--- config.mk ---
export PLATFORM = sky130hd
export DESIGN_NAME = ddr_input_conditioner
export DESIGN_NICKNAME = d
export VERILOG_FILES = /design/src/rtl/ddr_input_conditioner_pkg.sv /design/src/rtl/ddr_input_conditioner_debounce_channel.sv /design/src/rtl/ddr_input_conditioner.sv
export SDC_FILE = /design/constraint.sdc
export NUM_CORES = 1
export LEC_CHECK = 0
export CAP_MARGIN = 5
export CORE_ASPECT_RATIO = 0.8
export CORE_MARGIN = 1
export CORE_UTILIZATION = 69
export CTS_BUF_LIST = sky130_fd_sc_hd__clkbuf_2
export DETAILED_ROUTE_END_ITERATION = 12
export PLACE_DENSITY = 0.88
export SLEW_MARGIN = 10
export SYNTH_ARGS = -nofsm -noshare
export SYNTH_HDL_FRONTEND = slang
export SYNTH_SLANG_ARGS = --single-unit
--- constraint.sdc ---
create_clock -name clk -period 3.34 [get_ports clk]
set_input_delay 0.501 -clock clk [delete_from_list [all_inputs] [get_ports clk]]
set_output_delay 0.501 -clock clk [all_outputs]
set_load 0.1 [all_outputs]
--- src/rtl/ddr_input_conditioner_pkg.sv ---
// Shared constants for the pushbutton front end and the game core:
// scroll-speed codes, direction bit positions and the speed-priority helper.
package ddr_input_conditioner_pkg;

  localparam logic [1:0] SPEED_SLOW   = 2'd0;
  localparam logic [1:0] SPEED_NORMAL = 2'd1;
  localparam logic [1:0] SPEED_FAST   = 2'd2;

  localparam int DIR_UP    = 3;
  localparam int DIR_DOWN  = 2;
  localparam int DIR_LEFT  = 1;
  localparam int DIR_RIGHT = 0;

  // Fast wins over normal, normal over slow; no press keeps the current speed.
  function automatic logic [1:0] speed_select(input logic slow_p,
                                              input logic normal_p,
                                              input logic fast_p,
                                              input logic [1:0] cur);
    if (fast_p)        return SPEED_FAST;
    else if (normal_p) return SPEED_NORMAL;
    else if (slow_p)   return SPEED_SLOW;
    else               return cur;
  endfunction

endpackage

--- src/rtl/ddr_input_conditioner_debounce_channel.sv ---
// One pushbutton channel: two-flop synchroniser, run-length debouncer and
// rising-edge pulse on the debounced level.
module debounce_channel #(
  parameter int DEBOUNCE_CYCLES = 500000,
  parameter int CNT_W           = 20
) (
  input  logic clk,
  input  logic reset,
  input  logic raw,
  output logic level,
  output logic press
);

  localparam logic [CNT_W-1:0] CNT_MAX = CNT_W'(DEBOUNCE_CYCLES - 1);

  logic             sync1;
  logic             sync2;
  logic             stable;
  logic             stable_q;
  logic [CNT_W-1:0] cnt;

  always_ff @(posedge clk or negedge reset) begin
    if (!reset) begin
      sync1    <= 1'b0;
      sync2    <= 1'b0;
      stable   <= 1'b0;
      stable_q <= 1'b0;
      cnt      <= '0;
    end else begin
      sync1    <= raw;
      sync2    <= sync1;
      stable_q <= stable;
      // Any sample agreeing with the stable state restarts the run.
      if (sync2 != stable) begin
        if (cnt == CNT_MAX) begin
          stable <= ~stable;
          cnt    <= '0;
        end else begin
          cnt <= cnt + 1'b1;
        end
      end else begin
        cnt <= '0;
      end
    end
  end

  assign level = stable;
  assign press = stable & ~stable_q;

endmodule

--- src/rtl/ddr_input_conditioner.sv ---
// Board-button front end: seven debounced channels, direction level/press
// outputs and the registered scroll-speed selection.
module ddr_input_conditioner
  import ddr_input_conditioner_pkg::*;
#(
  parameter int DEBOUNCE_CYCLES = 500000,
  parameter int CNT_W           = 20
) (
  input  logic       clk,
  input  logic       reset,
  input  logic       UP,
  input  logic       DOWN,
  input  logic       LEFT,
  input  logic       RIGHT,
  input  logic       slow,
  input  logic       normal,
  input  logic       fast,
  output logic [3:0] dir_level,
  output logic [3:0] dir_press,
  output logic       any_press,
  output logic [1:0] speed,
  output logic       speed_change
);

  localparam int CH_SLOW   = 4;
  localparam int CH_NORMAL = 5;
  localparam int CH_FAST   = 6;

  logic [6:0] raw_all;
  logic [6:0] level_all;
  logic [6:0] press_all;
  logic [1:0] speed_next;
  logic       speed_level_unused;

  // Low four bits line up with the DIR_* indices; speed buttons sit above.
  assign raw_all = {fast, normal, slow, UP, DOWN, LEFT, RIGHT};

  for (genvar i = 0; i < 7; i++) begin : g_ch
    debounce_channel #(
      .DEBOUNCE_CYCLES(DEBOUNCE_CYCLES),
      .CNT_W          (CNT_W)
    ) u_ch (
      .clk  (clk),
      .reset(reset),
      .raw  (raw_all[i]),
      .level(level_all[i]),
      .press(press_all[i])
    );
  end

  assign dir_level = level_all[3:0];
  assign dir_press = press_all[3:0];
  assign any_press = |press_all[3:0];

  assign speed_level_unused = ^level_all[6:4];

  assign speed_next = speed_select(press_all[CH_SLOW], press_all[CH_NORMAL],
                                   press_all[CH_FAST], speed);

  always_ff @(posedge clk or negedge reset) begin
    if (!reset) begin
      speed        <= SPEED_NORMAL;
      speed_change <= 1'b0;
    end else begin
      speed        <= speed_next;
      speed_change <= (speed_next != speed);
    end
  end

endmodule

Word level (Yosys, flattened, before mapping)
Cells that the tools add are included.
{"block": "word_totals", "out_inout_bits": 12, "reg_bits": 171, "elab_cells": 105, "input_bits": 9}
{"block": "classes", "addsub": 7, "muxes": 17, "n_eq_ne": 15, "bitwise": 21, "reduce_logical": 8}
{"operator": "2-to-1 mux 20 bit", "n": 14}
{"operator": "adder 20 x 1 -> 20 bit (second input constant)", "n": 7}
{"operator": "== test 20 x 19 -> 1 bit (second input constant)", "n": 7}
{"operator": "NOT 1 bit", "n": 14}
{"operator": "AND reduction 2 bit", "n": 7}
{"operator": "bitwise AND 1 bit", "n": 7}
{"operator": "inequality test 1 bit", "n": 7}
{"operator": "2-to-1 mux 2 bit", "n": 3}
{"operator": "OR reduction 4 bit", "n": 1}
{"operator": "inequality test 2 bit", "n": 1}

Longest topological paths before layout
Gate-level depths: netlist of run 1.
{"block": "logic_depth", "word_depth": 6, "depth_mapped": 7, "mapped_depth_nobuf": 5}

Hierarchy
A second synthesis of run 1 with hierarchy kept.
{"block": "hier_totals", "hier_cells": 806, "hier_area_um2": 8404.3}
{"mod": "debounce_channel", "cells_per_inst": 112, "seq_area_each_um2": 600.6, "n_inst": 7, "area_each_um2": 1172.4}
{"mod": "ddr_input_conditioner", "cells_per_inst": 22, "seq_area_each_um2": 76.3, "n_inst": 1, "area_each_um2": 197.7}

Worst setup path before layout of run 1
Ideal clock, no wire load.
{"block": "synth_timing", "kind": "register -> output", "from": "register g_ch[2].u_ch.stable", "to": "output any_press", "t_required_ns": 2.839, "setup_slack_ns": 1.344, "path_buffers": 0, "stages_incl_launch_ff": 3, "arrival_time_ns": 1.495, "cell_sequence": "dfrtp_1 -> nor2b_1 -> or4_1"}
{"block": "synth_via", "elab_chain_cells": 2}
{"item": "start, declared", "line_no": "ddr_input_conditioner_debounce_channel.sv:18", "rtl": "logic stable;"}
{"item": "start signal, assigned", "line_no": "ddr_input_conditioner_debounce_channel.sv:36", "rtl": "stable <= ~stable;"}
{"item": "bitwise AND 1 bit", "line_no": "ddr_input_conditioner_debounce_channel.sv:48", "rtl": "assign press = stable & ~stable_q;"}
{"item": "via g_ch[2].u_ch.press", "line_no": "ddr_input_conditioner_debounce_channel.sv:11", "rtl": "output logic press"}
{"item": "OR reduction 4 bit", "line_no": "ddr_input_conditioner.sv:53", "rtl": "assign any_press = |press_all[3:0];"}
{"item": "end, declared", "line_no": "ddr_input_conditioner.sv:20", "rtl": "output logic any_press,"}
The timed path passes the listed nets, and every way through them passes these cells.

Worst setup path in the final report of run 1
{"block": "layout_timing", "from": "register g_ch[3].u_ch.stable", "to": "output dir_level[3]"}
{"item": "start, declared", "line_no": "ddr_input_conditioner_debounce_channel.sv:18"}
{"item": "start signal, assigned", "line_no": "ddr_input_conditioner_debounce_channel.sv:36"}
{"item": "end, declared", "line_no": "ddr_input_conditioner.sv:18", "rtl": "output logic [3:0] dir_level,"}
No word-level cell between the ends.

==> results of run 1 <==
-- synthesized netlist by cell type, types with 2 or more instances --
| master | n |
|---|---|
| clkbuf_1 | 15 |
| and2_1 | 5 |
| nor4bb_1 | 2 |
| buf_2 | 5 |
| and4_1 | 11 |
| inv_1 | 24 |
| nand4_2 | 3 |
| nor4_1 | 24 |
| or4_1 | 29 |
| a21oi_1 | 42 |
| nor2b_1 | 6 |
| o21bai_1 | 2 |
| buf_1 | 3 |
| o21ai_0 | 20 |
| nand3_1 | 40 |
| nand2b_1 | 3 |
| xnor2_1 | 52 |
| a41o_1 | 2 |
| mux2_2 | 7 |
| o31ai_1 | 21 |
| ha_1 | 7 |
| nor2_1 | 110 |
| nand2_1 | 44 |
| dfrtp_1 | 170 |
| or3_1 | 22 |
| nor3b_1 | 2 |
| buf_4 | 8 |
| nor4b_1 | 5 |
| o41ai_4 | 3 |
| or2_2 | 2 |
| nand3b_1 | 2 |
| and3_1 | 4 |
| xor2_1 | 40 |
| nand4_1 | 37 |
| nor3_1 | 14 |
-- path summary, 6_finish.rpt --
kind / start / end / slack, ns
max: g_ch[3].u_ch.level / dir_level[3] / 0.47
min: LEFT / g_ch[1].u_ch.sync1 / 0.17
max reg2reg: g_ch[4].u_ch.cnt[0] / g_ch[4].u_ch.cnt[19] / 0.88
min reg2reg: g_ch[6].u_ch.sync1 / g_ch[6].u_ch.sync2 / 0.37
max in group asynchronous: reset / speed[0] / 2.05
min in group asynchronous: reset / g_ch[1].u_ch.cnt[5] / 0.33
-- per-layer routing --
metal  vias to the layer above  global-route usage [%]  share of wire [%]
li1                       2866                       -                  -
met3                        34                    5.38                4.4
met5                         -                       0                  0
met4                         0                    11.8                2.6
met1                      2936                    37.9                 45
met2                       167                    43.3                 48
-- cell type report --
type / instances / area [um2] / share of cell area [%]
Tap cell: 144 / 180 / 2.10
Timing Repair Buffer: 26 / 231 / 2.70
Clock inverter: 13 / 145 / 1.69
Clock buffer: 18 / 90.1 / 1.05
Inverter: 24 / 90.1 / 1.05
Sequential cell: 171 / 4280 / 49.9
Multi-Input combinational cell: 567 / 3560 / 41.5
-- power by group through the flow --
stage / Combinational, W / Clock (W) / Sequential (W)
after detailed placement: 0.000134 / 0 / 0.00217
after global routing: 0.000153 / 0.00118 / 0.00214
after CTS: 0.000136 / 0.00109 / 0.00213
after floorplan: 0.0000645 / 0 / 0.00216
final: 0.000132 / 0.00108 / 0.00213
after global placement: 0.000126 / 0 / 0.00216
-- through the flow --
stage	util [%]	power, W	instances
after detailed placement	74.7	0.00230	931
after global routing	76.9	0.00347	963
after global placement	74.7	0.00229	931
after CTS	76.9	0.00336	963
after floorplan	-	0.00222	794
final	76.9	0.00335	963
-- sequential cells by signal, summed over array words and instances (netlist names) --
name and count:
g_ch.u_ch.cnt 140, g_ch.u_ch.level 7, g_ch.u_ch.stable_q 7, g_ch.u_ch.sync1 7, g_ch.u_ch.sync2 7, speed 2
speed_change 1
-- repair_timing --
item	4_1_cts	5_1_grt
hold endpoints to repair	82	0
setup buffers	0	0
hold buffers	1	0
-- kinds of logic after synthesis --
group | Yosys count
simple gates | 368
flops | 171
compound gates | 93
xor+xnor | 92
buf+inv | 56
mux | 7
fa+ha+maj | 7
==> metrics.txt, run 1 <==
Lkg Pwr=3.52 nW; routed wire length=15200 um; adder-cell share of the synthesized area=1.08%; Peak Freq=348 MHz; DR vias=6003; pre-CTS WS=0.977 ns; Residual DRC=0; number of port buffers=20; sequential share of the synthesized area=52.9%; type of origin of the critical path=register; Longest Clk Path Bufs=2; Slew @ Worst Pin=0.987 ns; placed inst area=8330 um2; # resized after CTS=0; layout overhead on the synthesized area=6.05%; largest family of logic cells by synthesized area=simple AND/OR/NAND/NOR gates; top_reg_cell synth=dfrtp_1; final net count=823; H-tree depth=4; TritonCTS buffer count=17; Power Dens Cells=390 nW/um2; Final Cell Area=8570 um2; outcome=complete, no violations; largest net degree at the start of global routing=86; Final Hold Fails=0; critical path's slowest cell=clkdlybuf4s50_1; Synth Register Bits=171; FILL cells=722; Post-Syn Nets=810; P_int=0.00249 W; gpl congestion=0.832; crit-path leading delay family=buffers and inverters; WP data arrival=2.37 ns; worst path bufs/invs=1; initial antenna violation count=0; CP Data Required Time=2.84 ns; TritonCTS clock tree=done; clock power share=32.4%; worst setup margin=0.467 ns; Initial Utilization=72.5%; DRT Pass-1 Iters=5; worst vdd ir=0.364 mV; Post-Synth XOR/XNOR Area=9.97%; worst hold path class=in -> reg; final worst path period share=86.0%; Mapped Area=8080 um2; crit path cell chain=clkdlybuf4s50_1; clock slew at reported path FFs=0.26 ns; CTS Root Cell=clkbuf_2; ys async rst share=100%; multiplexer share of the synthesized area=0.975%; Die X=123 um; Comb power frac=3.9%; Area contributors post-synth=dfrtp_1, xnor2_1, nor2_1, xor2_1, nand4_1; Rows=34; final hold slack=0.172 ns; Net Sw Frac=25.5%; number of I/O pins=21; core area=11100 um2; clk_skew=0.0371 ns; Mapped Avg Cell Area=10.2 um2; Worst path depth=1; most common cell after layout, fill and taps aside=dfrtp_1; WL per Instance=15.7 um; GRT Residual Overflow=0; Final TNS setup=0 ns; RSZ-0062 raised after global routing=false; Tmin final=2.87 ns; Compound-Gate Fraction of Synth Area=7.49%; Slew headroom=33.9%; Crit. End Element=output pin; count of cell types in the netlist=43; path type of the worst setup path=reg -> out; post-synth top area share=52.6%; die extent in y=98.8 um; die footprint=12200 um2; reg2reg path depth=6; clock sinks=171; via/cell ratio=6.23; HPWL Detailed=10500 um; share of total power in sequential cells=63.7%; Max Cap Viol=0; first-pass GRT wire length=26200 um; share of cells above drive strength 1=7.57%; WHS Path Cells=1; ANT nets after route=0; commonest cells after routing, fill and taps aside=dfrtp_1, nor2_1, xnor2_1, nand2_1, a21oi_1; post-synthesis simple-gate area fraction=24.5%; max incr delay on CP=1.16 ns; Worst Path Max Fanout=5; fin. max-slew vios=0; Post-Syn Instances=794; Total Routing Usage GR=27.6%; Synth Warn #=0; Clk Latency, worst-skew pair=0.73 ns; NetSw=0.000854 W; leading area contributor after synthesis=dfrtp_1; count of final setup violators=0; vias in the first global route=5715; initial drt markers=527; Antenna diodes=0; Post-synth EDFFs=0
No activity file was read; power rests on OpenSTA's default activity.
==> inputs of run 2 (changes only) <==
- CTS_CLUSTER_DIAMETER: default -> 120
==> results of run 2 <==
No change in the layout: final DEF, timing and power equal those of run 1.
==> edit, RTL diff (config.mk and constraints of run 2) <==
`CNT_W` is set to 20 in 2 places; all go to 40.
--- a/src/rtl/ddr_input_conditioner_debounce_channel.sv
+++ b/src/rtl/ddr_input_conditioner_debounce_channel.sv
@@ -2,7 +2,7 @@
 // rising-edge pulse on the debounced level.
 module debounce_channel #(
   parameter int DEBOUNCE_CYCLES = 500000,
-  parameter int CNT_W           = 20
+  parameter int CNT_W           = 40
 ) (
   input  logic clk,
   input  logic reset,
--- a/src/rtl/ddr_input_conditioner.sv
+++ b/src/rtl/ddr_input_conditioner.sv
@@ -4,7 +4,7 @@
   import ddr_input_conditioner_pkg::*;
 #(
   parameter int DEBOUNCE_CYCLES = 500000,
-  parameter int CNT_W           = 20
+  parameter int CNT_W           = 40
 ) (
   input  logic       clk,
   input  logic       reset,
Behaviour: no difference found for any inputs over 10 cycles, from zero or initial values and one cycle with reset low; that may be too few to reach the edited logic, so the function may still have changed.
==> edit against run 2 <==
  * Setup slack worse by 0.15 ns
  * Clock skew rose by 0.030 ns
  * Design area grew 92%
  * Synthesized area increased by 90%
  * Sequential cell count up 140
  * Wire length increased by 110%
  * Clock power grew 140%
  * Total power is 97% higher
  * Largest cell class unchanged
  * Highest routed layer unchanged
==> edit: results (changes against run 2) <==
Worst hold path endpoint: g_ch[0].u_ch.sync1$_DFF_PN0_
Gr usage total: 28.8% (+1.2 points)
Rel. slew slack: 25.3% (-8.6 points)
CP max stage delay: 1.18 ns (+0.02 ns)
Number of global-route vias before repair: 11700 (+110%)
Crit path to: dir_level[1]
1st-iter DRT viols: 1093 (+110%)
Layout cell share with drive strength beyond 1: 9.16% (+1.6 points)
DP HPWL: 20.4 mm (+94%)
Outcome: completed
Async S/R FF share, synth: 100% (unchanged)
Main synth FF type: dfrtp_1
First drt pass iteration count: 5 (unchanged)
CTS clk-pin slew, worst paths: 0.10 ns (-0.16 ns)
CTS Buf Count: 73 (+56)
Register-to-Register Path Depth: 5 (-1)
Lkg Pwr: 6.78 nW (+93%)
Vias per cell: 6.11 (-2.0%)
Fin nets: 1681 (+100%)
Netlist cell types: 37 (-14%)
Max reg flops: 280 (+100%)
Antenna violations before repair: 1 (+1)
Synth Area in Compound Gates: 3.38% (-4.1 points)
Hold_sp: RIGHT
Pin count of the biggest net entering global routing: 96 (+12%)
Top cells by count, synth: dfrtp_1 (310), nor2_1 (272), xnor2_1 (118)
Final clock skew: 0.0671 ns (+0.0300 ns)
H-tree Lvls: 3 (-1)
Worst skew pair latency: 0.85 ns (+0.12 ns)
Area contributors post-synth: dfrtp_1 (50%), xnor2_1 (6.7%), nor2_1 (6.6%), xor2_1 (6.2%), nand4_1 (4.1%)
Post-synth EDFFs: 0 (unchanged)
Post-layout min period: 3.02 ns (+0.152 ns)
R2r setup slk: 0.71 ns (-0.17 ns)
Area share of fa/ha/maj cells after synthesis: 0.570% (-0.51 points)
WP data arrival: 2.52 ns (+0.15 ns)
Sequential-to-total area share from yosys stat: 50.6% (-2.3 points)
DP Area: 15800 sq um (+89%)
Final Setup Violations: 0 (unchanged)
Max VDD drop: 302 uV (-17%)
Syn Nets: 1644 (+100%)
First-pass GRT wire length: 54.1 mm (+110%)
Min Hold Slack: 0.0971 ns (-0.0749 ns)
Multiplexer share of the synthesized area: 0.513% (-0.46 points)
Post-DR wirelength/cell: 15.6 um (-0.90%)
Reg-to-reg critical path endpoint: g_ch[6].u_ch.cnt[39]$_DFF_PN0_
Synth Area in XOR/XNOR: 12.9% (+2.9 points)
Clock buffer depth: 3 (+1)
Worst Setup SP: g_ch[1].u_ch.level$_DFFE_PN0P_
Post-cts hold buffer count: 2 (+1)
Placer congestion estimate: 0.892 (+7.1%)
[edit: cell types whose count changed after synthesis, sizes merged, moves of 17 or more]
cell / change
and3: +30
nor2: +162
or3: +19
nor3: +30
dfrtp: +140
xor2: +68
nand2: +50
nor4: +58
o21ai: +17
nand4: +61
clkbuf: +38
nand3: +68
xnor2: +66
[edit: logic make-up after synthesis]
kind of cell / count (synthesis)
mux: 7
xor+xnor: 226
fa+ha+maj: 7
compound gates: 98
buf+inv: 111
flops: 311
simple gates: 868
[edit: worst reg2reg max path, cell delays in order, from the launching register on]
cell and delay (ns):
dfrtp_1 0.42, nand3_1 0.21, nor4_4 0.84, nand4_1 0.44, or3_1 0.46, a21oi_1 0.14
[edit: through the flow]
step	std cells	utilization, %
floorplan	1628	-
global placement	1888	72.5
detailed placement	1888	72.5
CTS	2024	75.8
global route	2025	75.9
finish	2025	75.9
[edit: cell type report]
class / count / area [sq um]
Inverter: 37 / 139
Sequential cell: 311 / 7780
Antenna cell: 1 / 2.50
Tap cell: 300 / 375
Multi-Input combinational cell: 1206 / 7140
Fill cell: 1526 / 5250
Clock inverter: 35 / 216
Clock buffer: 99 / 495
Timing Repair Buffer: 36 / 338
[edit: report_power, final]
| group | internal (mW) | switching [mW] |
|---|---|---|
| Sequential | 3.79 | 0.0283 |
| Combinational | 0.0443 | 0.147 |
| Clock | 1.05 | 1.51 |
| Total | 4.89 | 1.69 |
[edit: per-layer routing]
| metal | global-route usage, % | wire (um) | vias to the layer above |
|---|---|---|---|
| met5 | 0 | 0 | - |
| met4 | 10.6 | 670 | 0 |
| met3 | 5.20 | 1790 | 78 |
| met2 | 45.4 | 14800 | 394 |
| met1 | 40.5 | 14300 | 6074 |
| li1 | - | - | 5827 |
